File: src/rtl/galaga_pkg.sv
// ============================================================================
// galaga_pkg : shared types and defaults for the enemy death sequence
// Rev 1.0
// ============================================================================
`default_nettype none

package galaga_pkg;

  typedef enum logic [1:0] {
    ALIVE   = 2'd0,
    EXPLODE = 2'd1,
    DEAD    = 2'd2
  } death_state_t;

  localparam int              FRAMES_PER_SPRITE_DEF = 4;
  localparam int              NUM_SPRITES_DEF       = 4;
  localparam int              RESPAWN_FRAMES_DEF    = 60;
  localparam int              SCORE_W               = 16;
  localparam int              CNT_W                 = 8;
  localparam logic [SCORE_W-1:0] POINTS_DEF         = 16'd50;

  // Saturating score add: a kill never wraps the score back to a small value.
  function automatic logic [SCORE_W-1:0] sat_add(input logic [SCORE_W-1:0] a,
                                                 input logic [SCORE_W-1:0] b);
    logic [SCORE_W:0] sum;
    sum = {1'b0, a} + {1'b0, b};
    return sum[SCORE_W] ? {SCORE_W{1'b1}} : sum[SCORE_W-1:0];
  endfunction

endpackage

`default_nettype wire

File: src/rtl/frame_counter.sv
// ============================================================================
// frame_counter : 8-bit frame-tick counter with clear and terminal compare
// Rev 1.0
// ============================================================================
`default_nettype none

module frame_counter
  import galaga_pkg::*;
(
  input  logic             clk,
  input  logic             rst_n,
  input  logic             clr,
  input  logic             en,
  input  logic [CNT_W-1:0] terminal,
  output logic             expired
);

  logic [CNT_W-1:0] count_q, count_d;

  // expired marks the tick that lands on the terminal value; the count wraps there
  always_comb begin
    expired = en && (count_q == terminal);
    count_d = count_q;
    if (clr) begin
      count_d = '0;
    end else if (expired) begin
      count_d = '0;
    end else if (en) begin
      count_d = count_q + 8'd1;
    end
  end

  always_ff @(posedge clk or negedge rst_n) begin
    if (!rst_n) begin
      count_q <= '0;
    end else begin
      count_q <= count_d;
    end
  end

endmodule

`default_nettype wire

File: src/rtl/enemy_death_sequencer.sv
// ============================================================================
// enemy_death_sequencer : acknowledges an enemy hit, steps the explosion
// sprites, holds the ship dead, then respawns. Optional macro: ENEMY_SCORE_EN
// Rev 1.0
// ============================================================================
`default_nettype none

module enemy_death_sequencer
  import galaga_pkg::*;
#(
  parameter int                 FRAMES_PER_SPRITE = FRAMES_PER_SPRITE_DEF,
  parameter int                 NUM_SPRITES       = NUM_SPRITES_DEF,
  parameter int                 RESPAWN_FRAMES    = RESPAWN_FRAMES_DEF,
  parameter logic [SCORE_W-1:0] POINTS            = POINTS_DEF
)
(
  input  logic               Clk,
  input  logic               Reset_n,
  input  logic               frame_tick,
  input  logic               enemy_hit,
  output logic               done,
  output logic               ship_alive,
  output logic               explosion_active,
  output logic [1:0]         explosion_frame,
  output logic               respawn,
  output logic [SCORE_W-1:0] score
);

  localparam logic [CNT_W-1:0] EXPL_TERM   = CNT_W'(FRAMES_PER_SPRITE - 1);
  localparam logic [CNT_W-1:0] DEAD_TERM   = (RESPAWN_FRAMES == 0) ? '0
                                             : CNT_W'(RESPAWN_FRAMES - 1);
  localparam logic [1:0]       LAST_SPRITE = 2'(NUM_SPRITES - 1);

  death_state_t     state_q, state_d;
  logic [1:0]       frame_q, frame_d;
  logic             done_q, done_d;
  logic             alive_q, alive_d;
  logic             active_q, active_d;
  logic             respawn_q, respawn_d;
  logic             cnt_clr;
  logic [CNT_W-1:0] cnt_term;
  logic             cnt_expired;

  frame_counter u_frame_counter (
    .clk      (Clk),
    .rst_n    (Reset_n),
    .clr      (cnt_clr),
    .en       (frame_tick),
    .terminal (cnt_term),
    .expired  (cnt_expired)
  );

  // The counter is held clear in ALIVE, so a tick coincident with the hit is dropped
  always_comb begin
    state_d  = state_q;
    frame_d  = frame_q;
    cnt_clr  = 1'b0;
    cnt_term = EXPL_TERM;
    case (state_q)
      ALIVE: begin
        cnt_clr = 1'b1;
        frame_d = '0;
        if (enemy_hit) begin
          state_d = EXPLODE;
        end
      end
      EXPLODE: begin
        if (cnt_expired) begin
          if (frame_q == LAST_SPRITE) begin
            cnt_clr = 1'b1;
            frame_d = '0;
            state_d = (RESPAWN_FRAMES == 0) ? ALIVE : DEAD;
          end else begin
            frame_d = frame_q + 2'd1;
          end
        end
      end
      DEAD: begin
        cnt_term = DEAD_TERM;
        if (cnt_expired) begin
          cnt_clr = 1'b1;
          state_d = ALIVE;
        end
      end
      default: begin
        cnt_clr = 1'b1;
        frame_d = '0;
        state_d = ALIVE;
      end
    endcase

    done_d    = (state_d != ALIVE);
    alive_d   = (state_d == ALIVE);
    active_d  = (state_d == EXPLODE);
    respawn_d = (state_q != ALIVE) && (state_d == ALIVE);
  end

  always_ff @(posedge Clk or negedge Reset_n) begin
    if (!Reset_n) begin
      state_q   <= ALIVE;
      frame_q   <= '0;
      done_q    <= 1'b0;
      alive_q   <= 1'b1;
      active_q  <= 1'b0;
      respawn_q <= 1'b0;
    end else begin
      state_q   <= state_d;
      frame_q   <= frame_d;
      done_q    <= done_d;
      alive_q   <= alive_d;
      active_q  <= active_d;
      respawn_q <= respawn_d;
    end
  end

  assign done             = done_q;
  assign ship_alive       = alive_q;
  assign explosion_active = active_q;
  assign explosion_frame  = frame_q;
  assign respawn          = respawn_q;

`ifdef ENEMY_SCORE_EN
  logic [SCORE_W-1:0] score_q, score_d;

  always_comb begin
    score_d = score_q;
    if ((state_q == ALIVE) && enemy_hit) begin
      score_d = sat_add(score_q, POINTS);
    end
  end

  always_ff @(posedge Clk or negedge Reset_n) begin
    if (!Reset_n) begin
      score_q <= '0;
    end else begin
      score_q <= score_d;
    end
  end

  assign score = score_q;
`else
  logic unused_points;
  assign unused_points = ^POINTS;
  assign score         = '0;
`endif

endmodule

`default_nettype wire
File: config.mk
export PLATFORM = sky130hd
export DESIGN_NAME = enemy_death_sequencer
export DESIGN_NICKNAME = d
export VERILOG_FILES = /design/src/rtl/galaga_pkg.sv /design/src/rtl/frame_counter.sv /design/src/rtl/enemy_death_sequencer.sv
export SDC_FILE = /design/constraint.sdc
export NUM_CORES = 1
export LEC_CHECK = 0
export BUFFER_PORTS_ARGS = -buffer_cell sky130_fd_sc_hd__clkbuf_2
export CAP_MARGIN = 20
export CORE_MARGIN = 10
export CORE_UTILIZATION = 51
export DETAILED_ROUTE_END_ITERATION = 16
export PLACE_DENSITY_LB_ADDON = 0.1
export SLEW_MARGIN = 25
export SYNTH_ARGS = -nofsm -noshare
export SYNTH_HDL_FRONTEND = slang
export SYNTH_SLANG_ARGS = --single-unit
File: constraint.sdc
create_clock -name Clk -period 2.7 [get_ports Clk]
set_input_delay 0.405 -clock Clk [delete_from_list [all_inputs] [get_ports Clk]]
set_output_delay 0.405 -clock Clk [all_outputs]
set_load 0.02 [all_outputs]
# Word level (Yosys, flattened, before mapping)
# Index checks and enable logic that the tools add are counted.
dict set report totals {
  in_bits 4
  register_bits 16
  word_cells 40
}
dict set report op_classes {
  n_reduce_logical 8
  bitwise_logic 1
  add_sub_neg 2
  eq_ne 6
  mux 16
}
# op n
set op_table {}
lappend op_table {{8-bit two-way mux} 3}
lappend op_table {{2-bit two-way mux} 6}
lappend op_table {{8-bit by 1-bit adder with 8-bit output, second input constant} 1}
lappend op_table {{8-bit by 6-bit equality test with 1-bit output} 1}
lappend op_table {{6-bit two-way mux} 1}
lappend op_table {{2-bit one-hot mux with 3 select lines} 1}
lappend op_table {{2-bit by 1-bit equality test with 1-bit output, second input constant} 2}
lappend op_table {{2-bit equality test, second input constant} 2}
lappend op_table {{2-bit zero test} 2}
lappend op_table {{2-bit one-hot mux with 2 select lines} 1}
lappend op_table {{2-bit nonzero test} 2}
lappend op_table {{1-bit two-way mux} 3}
lappend op_table {{3-bit nonzero test} 1}
lappend op_table {{2-bit by 1-bit adder with 2-bit output, second input constant} 1}
lappend op_table {{1-bit logical AND} 2}
lappend op_table {{2-bit inequality test, second input constant} 1}
lappend op_table {{1-bit one-hot mux with 2 select lines} 1}
lappend op_table {{2-bit AND reduction} 1}
lappend op_table {{1-bit NOT} 1}

# Longest topological paths before layout
# Gate-level depths: netlist of the first run.
dict set report depth {
  word_depth 8
  mapped_depth 6
  depth_no_buf 6
}

# By module
# A second synthesis of the first run with hierarchy kept.
dict set report hier_totals {
  cells_unflattened 112
  hier_area_um2 1103.6
}
# mod n_inst cells_per_inst area_per_inst_um2 seq_area_each_um2
set by_module_without_submodules {}
lappend by_module_without_submodules {enemy_death_sequencer 1 60 570.5 201.4}
lappend by_module_without_submodules {frame_counter 1 52 533.0 200.2}

# Worst setup path after synthesis of the first run
# OpenSTA, ideal clock, no wires.
dict set report synth_timing {
  path_type {register to register}
  start {register state_q[0]}
  end {register respawn_q (netlist: respawn)}
  setup_time_ns 0.130
  t_required_ns 2.570
  path_stages_with_launch 7
  t_arrival_ns 2.123
  path_slack_ns 0.447
  path_cell_list {dfrtp_1 -> inv_1 -> ha_1 -> or4_4 -> a2111o_1 -> a221oi_4 -> nor3_1}
}
dict set report synth_between {
  elab_chain_cells 8
}
# element line_no
set synth_rtl {}
lappend synth_rtl {{start: declaration} enemy_death_sequencer.sv:34} ;# death_state_t state_q, state_d;
lappend synth_rtl {{start signal: assignment} enemy_death_sequencer.sv:107} ;# state_q <= state_d;
lappend synth_rtl {{2-bit equality test} enemy_death_sequencer.sv:59} ;# case (state_q)
lappend synth_rtl {{6-bit two-way mux} enemy_death_sequencer.sv:59}
lappend synth_rtl {{8-bit by 6-bit equality test with 1-bit output} frame_counter.sv:22} ;# expired = en && (count_q == terminal);
lappend synth_rtl {{1-bit logical AND} frame_counter.sv:22}
lappend synth_rtl {{2-bit two-way mux (on tied branches)} {enemy_death_sequencer.sv:80, enemy_death_sequencer.sv:68}}
lappend synth_rtl {{2-bit one-hot mux with 3 select lines *} enemy_death_sequencer.sv:59}
lappend synth_rtl {{named net state_d[1]} enemy_death_sequencer.sv:34}
lappend synth_rtl {{2-bit zero test *} enemy_death_sequencer.sv:95} ;# respawn_d = (state_q != ALIVE) && (state_d == ALIVE);
lappend synth_rtl {{1-bit logical AND *} enemy_death_sequencer.sv:95}
lappend synth_rtl {{named net respawn_d} enemy_death_sequencer.sv:39} ;# logic respawn_q, respawn_d;
lappend synth_rtl {{end signal: assignment} enemy_death_sequencer.sv:112} ;# respawn_q <= respawn_d;
lappend synth_rtl {{end: declaration} enemy_death_sequencer.sv:39}
# Mark *: on every way through the listed nets, which the timed path passes. The rest lies on a longest branch.
# A chain may end at the register's enable or synchronous reset.

# Worst setup path in the final report of the first run
dict set report layout_timing {
  start {register state_q[0]}
  end {register done_q (netlist: done)}
}
dict set report layout_between {
  elab_chain_cells 7
}
# element line_no
set layout_rtl {}
lappend layout_rtl {{2-bit equality test} enemy_death_sequencer.sv:59}
lappend layout_rtl {{6-bit two-way mux} enemy_death_sequencer.sv:59}
lappend layout_rtl {{8-bit by 6-bit equality test with 1-bit output} frame_counter.sv:22}
lappend layout_rtl {{1-bit logical AND} frame_counter.sv:22}
lappend layout_rtl {{2-bit two-way mux (on tied branches)} {enemy_death_sequencer.sv:80, enemy_death_sequencer.sv:68}}
lappend layout_rtl {{2-bit one-hot mux with 3 select lines *} enemy_death_sequencer.sv:59}
lappend layout_rtl {{named net state_d[0]} enemy_death_sequencer.sv:34}
lappend layout_rtl {{2-bit nonzero test *} enemy_death_sequencer.sv:92} ;# done_d = (state_d != ALIVE);
lappend layout_rtl {{named net done_d} enemy_death_sequencer.sv:36} ;# logic done_q, done_d;
lappend layout_rtl {{end signal: assignment} enemy_death_sequencer.sv:109} ;# done_q <= done_d;
lappend layout_rtl {{end: declaration} enemy_death_sequencer.sv:36}
# Marked as above.

==> impl_metrics.yaml, run 1 <==
routing:
  drc: 0
  vias: 725
  wl_per_cell_um: 13.5
  drtAntennaViolNets: 0
  vias_per_cell: 5.03
  dr.pass1.iters: 4
  routed_wl_mm: 1.94
  drt-initial-drc-count: 27
placement:
  place.gp.congestion: 0.765
  dp_hpwl_mm: 1.52
  pre_cts_slack_ns: 0.275
  port_buffers: 9
global_routing:
  antenna_found_initial: 0
  grt_pass1_vias: 692
  grt.overflow.total: 0
  grt_usage_pct: 9.35
  grt_pass1_wl_mm: 3.19
  grt_max_degree: 17
sta:
  max_freq_ghz: 0.406
  setup_violations: 0
  min_period_over_period_pct: 91.3
  final_hold_viol_count: 0
  setup_ws_ns: 0.235
  grt_setup_unrepaired: "false"
  slew-limit-headroom_pct: 56.4
  finalMaxSlewViolations: 0
  fin_skew_ns: 0.00209
  fin_crit_ns: 2.47
  worst_pin_slew_ns: 0.646
  setup_tns_ns: 0
synth:
  synthFlopType: "dfrtp_1"
  synth_seq_cells: 16
  synth_top_cell_area_share_pct: 36.9
  synth_xor_area_share_pct: 5.17
  synthSimpleGateAreaFrac_pct: 20.6
  synth_cell_type_count: 33
  syn_inst: 105
  synthTopCellsByCount: "buf_4 (16), dfrtp_1 (15), nand2_1 (9), nor2_1 (9), ha_1 (6)"
  yosys-top-cells-area: "dfrtp_1 (37%), buf_4 (12%), ha_1 (7.4%)"
  seq_area_frac_synth_pct: 39.5
  synth_async_sr_flop_share_pct: 100
  synth_edf_count: 0
  syn_area_per_cell_um2: 9.68
  synth_compound_area_share_pct: 12.2
  synth_area_um2: 1020
  yosysWarningCount: 0
  synthAdderAreaFrac_pct: 7.39
  yosysTopAreaCell: "dfrtp_1"
  synthMuxAreaShare_pct: 1.11
  yosysMostFrequentCell: "buf_4"
  synth_top_family_by_area: "simple AND/OR/NAND/NOR gates"
clock_network:
  cts_resized: 0
  ctsHoldBuffers: 0
  cts.sinks: 16
  clk_latency_ns: 0.29
  cts_tree: "built"
  post_cts_buffers: 0
  clockBufferDepth: 2
  cts_made_buffers: 3
  clkTransAtPathRegs_ns: 0.10
  cts.htree.levels: 1
  root_buffer: "clkbuf_4"
floorplan:
  io_pins: 26
  core.rowCount: 16
  die-area_um2: 4180
  core-area_um2: 1920
  fp.dieH_um: 64.6
  die-width_um: 64.6
  start_util_pct: 52.9
worst_setup_path:
  path_cells: "inv_1 > ha_1 > or4_4 > a2111oi_1 > o41ai_1 > or2_1"
  slowest_stage: "or4_4"
  critPathMaxFanout: 8
  required_ns: 2.89
  critPathKind: "register to register"
  critical_path_arrival_ns: 2.65
  end_kind: "register"
  startpoint_type: "register"
  critPathMaxStageDelay_ns: 0.57
layout:
  nets: 128
  drive_gt1_share_pct: 13.7
  final_util_pct: 55.5
  n_fill_cell: 204
  areaGrowthSynthToFinish_pct: 5.05
  regArea_um2: 402
  n_antenna_cell: 0
  multi_input_area_um2: 532
run_status:
  status: "finished clean"
power:
  switching_share_pct: 40.1
  power.switching_mw: 0.328
  p_total_mw: 0.817
  leakagePower_nw: 0.516
  p_seq_share_pct: 41.4
  powerDensity_nw_per_um2: 766
  ir_drop_mv: 0.482
  comb_power_share_pct: 38.9
  internal_power_mw: 0.489
  p_clk_share_pct: 19.6
run:
  drv_cap: 0
hold_path:
  worst_hold_path_type: "primary input to asynchronous set/reset pin"
==> flip-flops by register name (all words and copies together), names as in the netlist <==
register and flops:
explosion_active 1, state_q 2, ship_alive 1, respawn 1
explosion_frame 2, u_frame_counter.count_q 8, done 1
==> logic make-up after synthesis <==
family / count (synthesis)
AO/OA/AOI/OAI: 14
XOR/XNOR: 6
adder cells (fa/ha/maj): 6
buffers and inverters: 21
flip-flops: 16
multiplexers: 1
other: 1
AND/OR/NAND/NOR: 40
==> layer usage <==
layer  global-route usage, %  up-vias  wire length [um]
met5                       0        -                 0
li1                        -      357                 -
met4                    4.01        0                21
met2                    15.9       14               972
met3                    3.95        4               108
met1                    9.92      350               841
==> path summary, 6_finish.rpt <==
kind / depth (start not counted) / end / slack [ns] / startpoint
max in group asynchronous: 1 / ship_alive / 2.35 / Reset_n
max: 6 / done / 0.23 / state_q[0]
min: 1 / u_frame_counter.count_q[5] / 0.02 / Reset_n
min in group Clk: 3 / u_frame_counter.count_q[1] / 0.41 / frame_tick
max reg2reg: 6 / done / 0.23 / state_q[0]
min reg2reg: 2 / u_frame_counter.count_q[1] / 0.53 / u_frame_counter.count_q[1]
==> placed cells by master (no fill, tap or decap), types with 2 or more instances in the layout <==
master and n:
nand3_1 3, xnor2_1 4, nor2b_1 3, nand4_1 2
ha_1 6, nor3_1 3, o211ai_1 2, inv_1 5
clkbuf_2 9, nand2b_1 2, a21oi_1 2, nand2_1 9
xor2_1 2, conb_1 16, nor4_1 2, clkbuf_4 3
o21ai_0 2, or3_1 3, dfrtp_1 15, nor2_1 9
==> metrics by stage <==
step / std cells / cell area [um^2] / hold slack, ns
after floorplan: 120 / 1070 / 0.109
after global placement: 140 / 1030 / 0.351
after detailed placement: 140 / 1030 / 0.350
after CTS: 144 / 1070 / 0.0258
after global routing: 144 / 1070 / 0.0315
final: 144 / 1070 / 0.0243
==> power groups by stage <==
stage | registers, mW | logic [mW] | clock network [mW]
finish | 0.338 | 0.318 | 0.161
global route | 0.347 | 0.361 | 0.172
CTS | 0.337 | 0.322 | 0.165
detailed placement | 0.342 | 0.319 | 0
global placement | 0.340 | 0.313 | 0
floorplan | 0.380 | 0.207 | 0
==> worst max-delay path, delay by kind of cell (launching register included) <==
family          cells  cell delay, ns
fa+ha+maj           1            0.30
flops               1            0.44
compound gates      2            0.72
simple gates        2            0.81
buf+inv             1            0.09
==> area by class of cell <==
| type | instances | share of cell area (%) |
|---|---|---|
| clock buffers | 4 | 3.40 |
| inverters | 5 | 1.76 |
| flip-flops and latches | 16 | 37.6 |
| multi-input cells | 83 | 49.8 |
| repair buffers | 9 | 4.22 |
| well taps | 27 | 3.17 |
Power figures use the tool's default switching activity.
==> run 2: changes to the inputs <==
Settings changed: BUFFER_PORTS_ARGS -buffer_cell sky130_fd_sc_hd__clkbuf_2 to -buffer_cell sky130_fd_sc_hd__buf_2.
==> impl_metrics.yaml, run 2 (synthesis results as in run 1) <==
layout:
  n_antenna_cell: 0
  final_cells: 144
  mostFrequentLayoutCell: "conb_1"
  largest_register_ffs: 8
  regMostFlops: "u_frame_counter.count_q"
  final_util_pct: 55.5
  layout_common_cells: "conb_1 (16), dfrtp_1 (15), nand2_1 (9), nor2_1 (9), buf_2 (9)"
  nets: 128
  areaGrowthSynthToFinish_pct: 5.05
  drive_gt1_share_pct: 13.7
power:
  powerDensity_nw_per_um2: 759
  leakagePower_nw: 0.516
  comb_power_share_pct: 39.0
  ir_drop_mv: 0.480
  power.switching_mw: 0.320
  p_seq_share_pct: 41.6
  switching_share_pct: 39.5
  p_clk_share_pct: 19.3
  internal_power_mw: 0.490
clock_network:
  root_buffer: "clkbuf_4"
  cts_tree: "built"
  cts.htree.levels: 1
  clkTransAtPathRegs_ns: 0.09
  cts_made_buffers: 3
  cts_resized: 0
  ctsHoldBuffers: 0
  clockBufferDepth: 2
  post_cts_buffers: 0
  cts.sinks: 16
  clk_latency_ns: 0.29
global_routing:
  grt_usage_pct: 9.59
  grt_pass1_wl_mm: 3.28
  grt_max_degree: 17
  grt_pass1_vias: 694
  grt.overflow.total: 0
  antenna_found_initial: 0
floorplan:
  io_pins: 26
  core-area_um2: 1920
  die-width_um: 64.6
  fp.dieH_um: 64.6
  core.rowCount: 16
  die-area_um2: 4180
  start_util_pct: 52.9
sta:
  fin_skew_ns: 0.00794
  slew-limit-headroom_pct: 54.5
  setup_tns_ns: 0
  worst_pin_slew_ns: 0.673
  grt_setup_unrepaired: "false"
  final_hold_viol_count: 0
  max_freq_ghz: 0.414
  setup_ws_ns: 0.284
  finalMaxSlewViolations: 0
  setup_violations: 0
  fin_crit_ns: 2.42
  min_period_over_period_pct: 89.5
  timing.hold.ws_ns: 0.00141
worst_setup_path:
  r2r_setup_slack_ns: 0.28
  critPathMaxFanout: 8
  startpoint_type: "register"
  required_ns: 2.88
  critical_path_arrival_ns: 2.59
  critPathKind: "register to register"
  slowest_stage: "or4_4"
  crit_buf_inv: 1
  end_kind: "register"
  critPathMaxStageDelay_ns: 0.58
  cp_top_family: "simple AND/OR/NAND/NOR gates"
  path_cells: "inv_1 > ha_1 > or4_4 > a2111oi_1 > o41ai_1 > or2_1"
placement:
  port_buffers: 9
  dp.cells: 140
  pre_cts_slack_ns: 0.278
  place.gp.congestion: 0.782
  dp_hpwl_mm: 1.51
routing:
  drt-initial-drc-count: 19
  routed_wl_mm: 1.89
  vias: 710
  vias_per_cell: 4.93
  drtAntennaViolNets: 0
  dr.pass1.iters: 4
  wl_per_cell_um: 13.1
  drc: 0
hold_path:
  worst_hold_path_type: "primary input to asynchronous set/reset pin"
run:
  drv_cap: 0
run_status:
  status: "finished clean"
## run 2: changes by cell type in the layout (fill, tap and decap cells not counted)
| cell | change |
|---|---|
| clkbuf_2 | -9 |
| buf_2 | +9 |
## run 2: cell type report
| class | instances | area (um^2) |
|---|---|---|
| timing repair buffer | 9 | 45.0 |
| fill | 188 | 855 |
| multi-input combinational | 83 | 532 |
| clock buffer | 4 | 36.3 |
| sequential | 16 | 402 |
| tap | 27 | 33.8 |
| inverter | 5 | 18.8 |
## run 2: path summary, 6_finish.rpt
check	start	end	depth (start not counted)
max	state_q[0]	done	6
min	Reset_n	u_frame_counter.count_q[6]	1
max reg2reg	state_q[0]	done	6
min reg2reg	u_frame_counter.count_q[1]	u_frame_counter.count_q[1]	2
max in group asynchronous	Reset_n	ship_alive	1
min in group Clk	frame_tick	u_frame_counter.count_q[1]	3
## run 2: per-layer routing
layer	part of all wire (%)	vias up	global-route usage (%)	wire, um
met2	49	13	15.5	934
met1	42	336	10.1	794
li1	-	356	-	-
met5	0	-	0	0
met3	6.8	5	4.98	128
met4	1.8	0	4.55	34
## run 2: metrics by stage
step           total power [mW]  area (um^2)
6_report                  0.810         1070
3_5_place_dp              0.659         1030
2_1_floorplan             0.587         1070
5_1_grt                   0.873         1070
3_3_place_gp              0.651         1030
4_1_cts                   0.818         1070
## run 2: power by group through the flow
stage          Combinational (mW)  Clock [mW]  Sequential, mW
6_report                    0.316       0.157           0.337
5_1_grt                     0.356       0.170           0.347
4_1_cts                     0.319       0.162           0.337
3_5_place_dp                0.317           0           0.342
3_3_place_gp                0.313           0           0.338
2_1_floorplan               0.207           0           0.380
==> run 3: changes to the inputs <==
Settings changed: ABC_AREA from default to 1, CORE_UTILIZATION 51 to 52.
==> impl_metrics.yaml, run 3 <==
sta:
  finalMaxSlewViolations: 0
  grt_setup_unrepaired: "false"
  setup_violations: 0
  final_hold_viol_count: 0
  fin_crit_ns: 1.89
  max_freq_ghz: 0.529
  fin_skew_ns: 0.00419
  timing.hold.ws_ns: 0.0109
  min_period_over_period_pct: 70.1
  setup_tns_ns: 0
routing:
  wl_per_cell_um: 11.6
  drc: 0
  routed_wl_mm: 2.03
  vias_per_cell: 4.63
  dr.pass1.iters: 4
  drtAntennaViolNets: 0
  drt-initial-drc-count: 29
  vias: 811
synth:
  synth_async_sr_flop_share_pct: 100
  synth_cell_type_count: 21
  synth_edf_count: 0
  synth_area_um2: 1110
  synth_seq_cells: 16
  synthFlopType: "dfrtp_1"
  yosysMostFrequentCell: "inv_1"
  synthTopCellsByCount: "inv_1 (25), nand2_1 (19), buf_4 (18)"
  yosys-top-cells-area: "dfrtp_1 (34%), buf_4 (12%), inv_1 (8.4%)"
  seq_area_frac_synth_pct: 36.0
  syn_inst: 139
  yosysTopAreaCell: "dfrtp_1"
  synth_top_cell_area_share_pct: 33.7
  yosysWarningCount: 0
  syn_area_per_cell_um2: 8.02
worst_setup_path:
  critical_path_arrival_ns: 2.10
  required_ns: 2.91
  r2r_setup_slack_ns: 0.81
  ff2ff_path_depth: 8
  end_kind: "register"
  r2r_start: "state_q[0]"
  r2r_end: "u_frame_counter.count_q[1]"
  critPathMaxFanout: 15
  critPathKind: "register to register"
  worstSetupStartpoint: "state_q[0]"
  startpoint_type: "register"
layout:
  drive_gt1_share_pct: 16.2
  areaGrowthSynthToFinish_pct: 2.24
  mostFrequentLayoutCell: "inv_1"
  regMostFlops: "u_frame_counter.count_q"
  nets: 159
  final_util_pct: 56.9
  layout_common_cells: "inv_1 (25), nand2_1 (19), conb_1 (16)"
  largest_register_ffs: 8
  n_antenna_cell: 0
global_routing:
  grt_pass1_vias: 736
  grt_usage_pct: 9.44
  antenna_found_initial: 0
  grt.overflow.total: 0
  grt_pass1_wl_mm: 3.33
  grt_max_degree: 17
clock_network:
  cts.sinks: 16
  cts.htree.levels: 1
  cts_made_buffers: 3
  root_buffer: "clkbuf_4"
  clkTransAtPathRegs_ns: 0.10
  ctsHoldBuffers: 0
  clk_latency_ns: 0.29
  clockBufferDepth: 2
  cts_resized: 0
  post_cts_buffers: 0
  cts_tree: "built"
run:
  drv_cap: 0
power:
  internal_power_mw: 0.520
  powerDensity_nw_per_um2: 809
  comb_power_share_pct: 45.6
  p_seq_share_pct: 36.8
  leakagePower_nw: 0.632
  ir_drop_mv: 0.435
  p_clk_share_pct: 17.5
  switching_share_pct: 43.6
  power.switching_mw: 0.401
placement:
  port_buffers: 9
  dp_hpwl_mm: 1.62
  place.gp.congestion: 0.828
floorplan:
  start_util_pct: 55.7
  core.rowCount: 16
  die-width_um: 66.3
  die-area_um2: 4400
  core-area_um2: 2000
  fp.dieH_um: 66.3
  io_pins: 26
hold_path:
  worst_hold_path_type: "primary input to asynchronous set/reset pin"
run_status:
  status: "finished clean"
-- run 3: cell count changes in the layout (fill, tap and decap cells not counted), sizes merged, moves of 2 or more --
cell / delta
inv: +20
nand3: +14
nand2: +13
nand4: +6
xnor2: -4
nor2b: -3
or3: -3
xor2: +3
a21oi: +2
nand2b: -2
nor4: -2
o211ai: -2
o21ai: +2
-- run 3: critical path, stage by stage (launching register included) --
cell,delay (ns)
dfrtp_1,0.41
inv_1,0.10
ha_1,0.27
nand2_1,0.11
nand3_2,0.21
nor2_2,0.09
a21oi_4,0.33
nand3_1,0.13
o21ai_0,0.17
-- run 3: cell families after synthesis --
kind of cell / Yosys count / synth area share [%]
buffers and inverters: 44 / 21.5
other: 1 / 0.336
xor gates and xnor gates: 5 / 3.93
AOI/OAI and AO/OA: 8 / 4.94
DFF: 16 / 36.0
and+or+nand+nor: 59 / 26.5
adders and majority gates: 6 / 6.73
-- run 3: per-layer routing --
layer | vias up | routed length (um) | GRT usage [%]
met5 | - | 0 | 0
met4 | 0 | 17 | 4.45
met3 | 4 | 183 | 2.71
met2 | 26 | 903 | 13.4
met1 | 357 | 927 | 12.7
li1 | 424 | - | -
-- run 3: layout make-up --
cell class | instances | area [um^2]
fillers | 185 | 862
multi-input cells | 94 | 529
flip-flops and latches | 16 | 402
inverters | 25 | 93.8
repair buffers | 9 | 45.0
clock buffers | 4 | 36.3
well taps | 27 | 33.8
-- run 3: how the worst max path moves through the flow --
stage,endpoint,cells past startpoint
final,u_frame_counter.count_q[1],8
after global routing,u_frame_counter.count_q[0],8
after CTS,u_frame_counter.count_q[1],8
after detailed placement,u_frame_counter.count_q[1],8
after global placement,respawn,12
after floorplan,respawn,12
-- run 3: power groups by stage --
stage	Combinational (mW)	Clock, mW	Sequential (mW)
2_1_floorplan	0.307	0	0.393
3_3_place_gp	0.414	0	0.344
3_5_place_dp	0.424	0	0.346
4_1_cts	0.424	0.165	0.341
5_1_grt	0.474	0.174	0.349
6_report	0.421	0.161	0.340
-- run 3: metrics by stage --
step / std cells / instance area, um^2 / worst slack [ns] / power, mW
global placement: 171 / 1100 / 0.915 / 0.758
floorplan: 154 / 1170 / 1.13 / 0.700
detailed placement: 171 / 1100 / 0.846 / 0.770
finish: 175 / 1140 / 0.808 / 0.922
global route: 175 / 1140 / 0.595 / 0.997
CTS: 175 / 1140 / 0.816 / 0.930
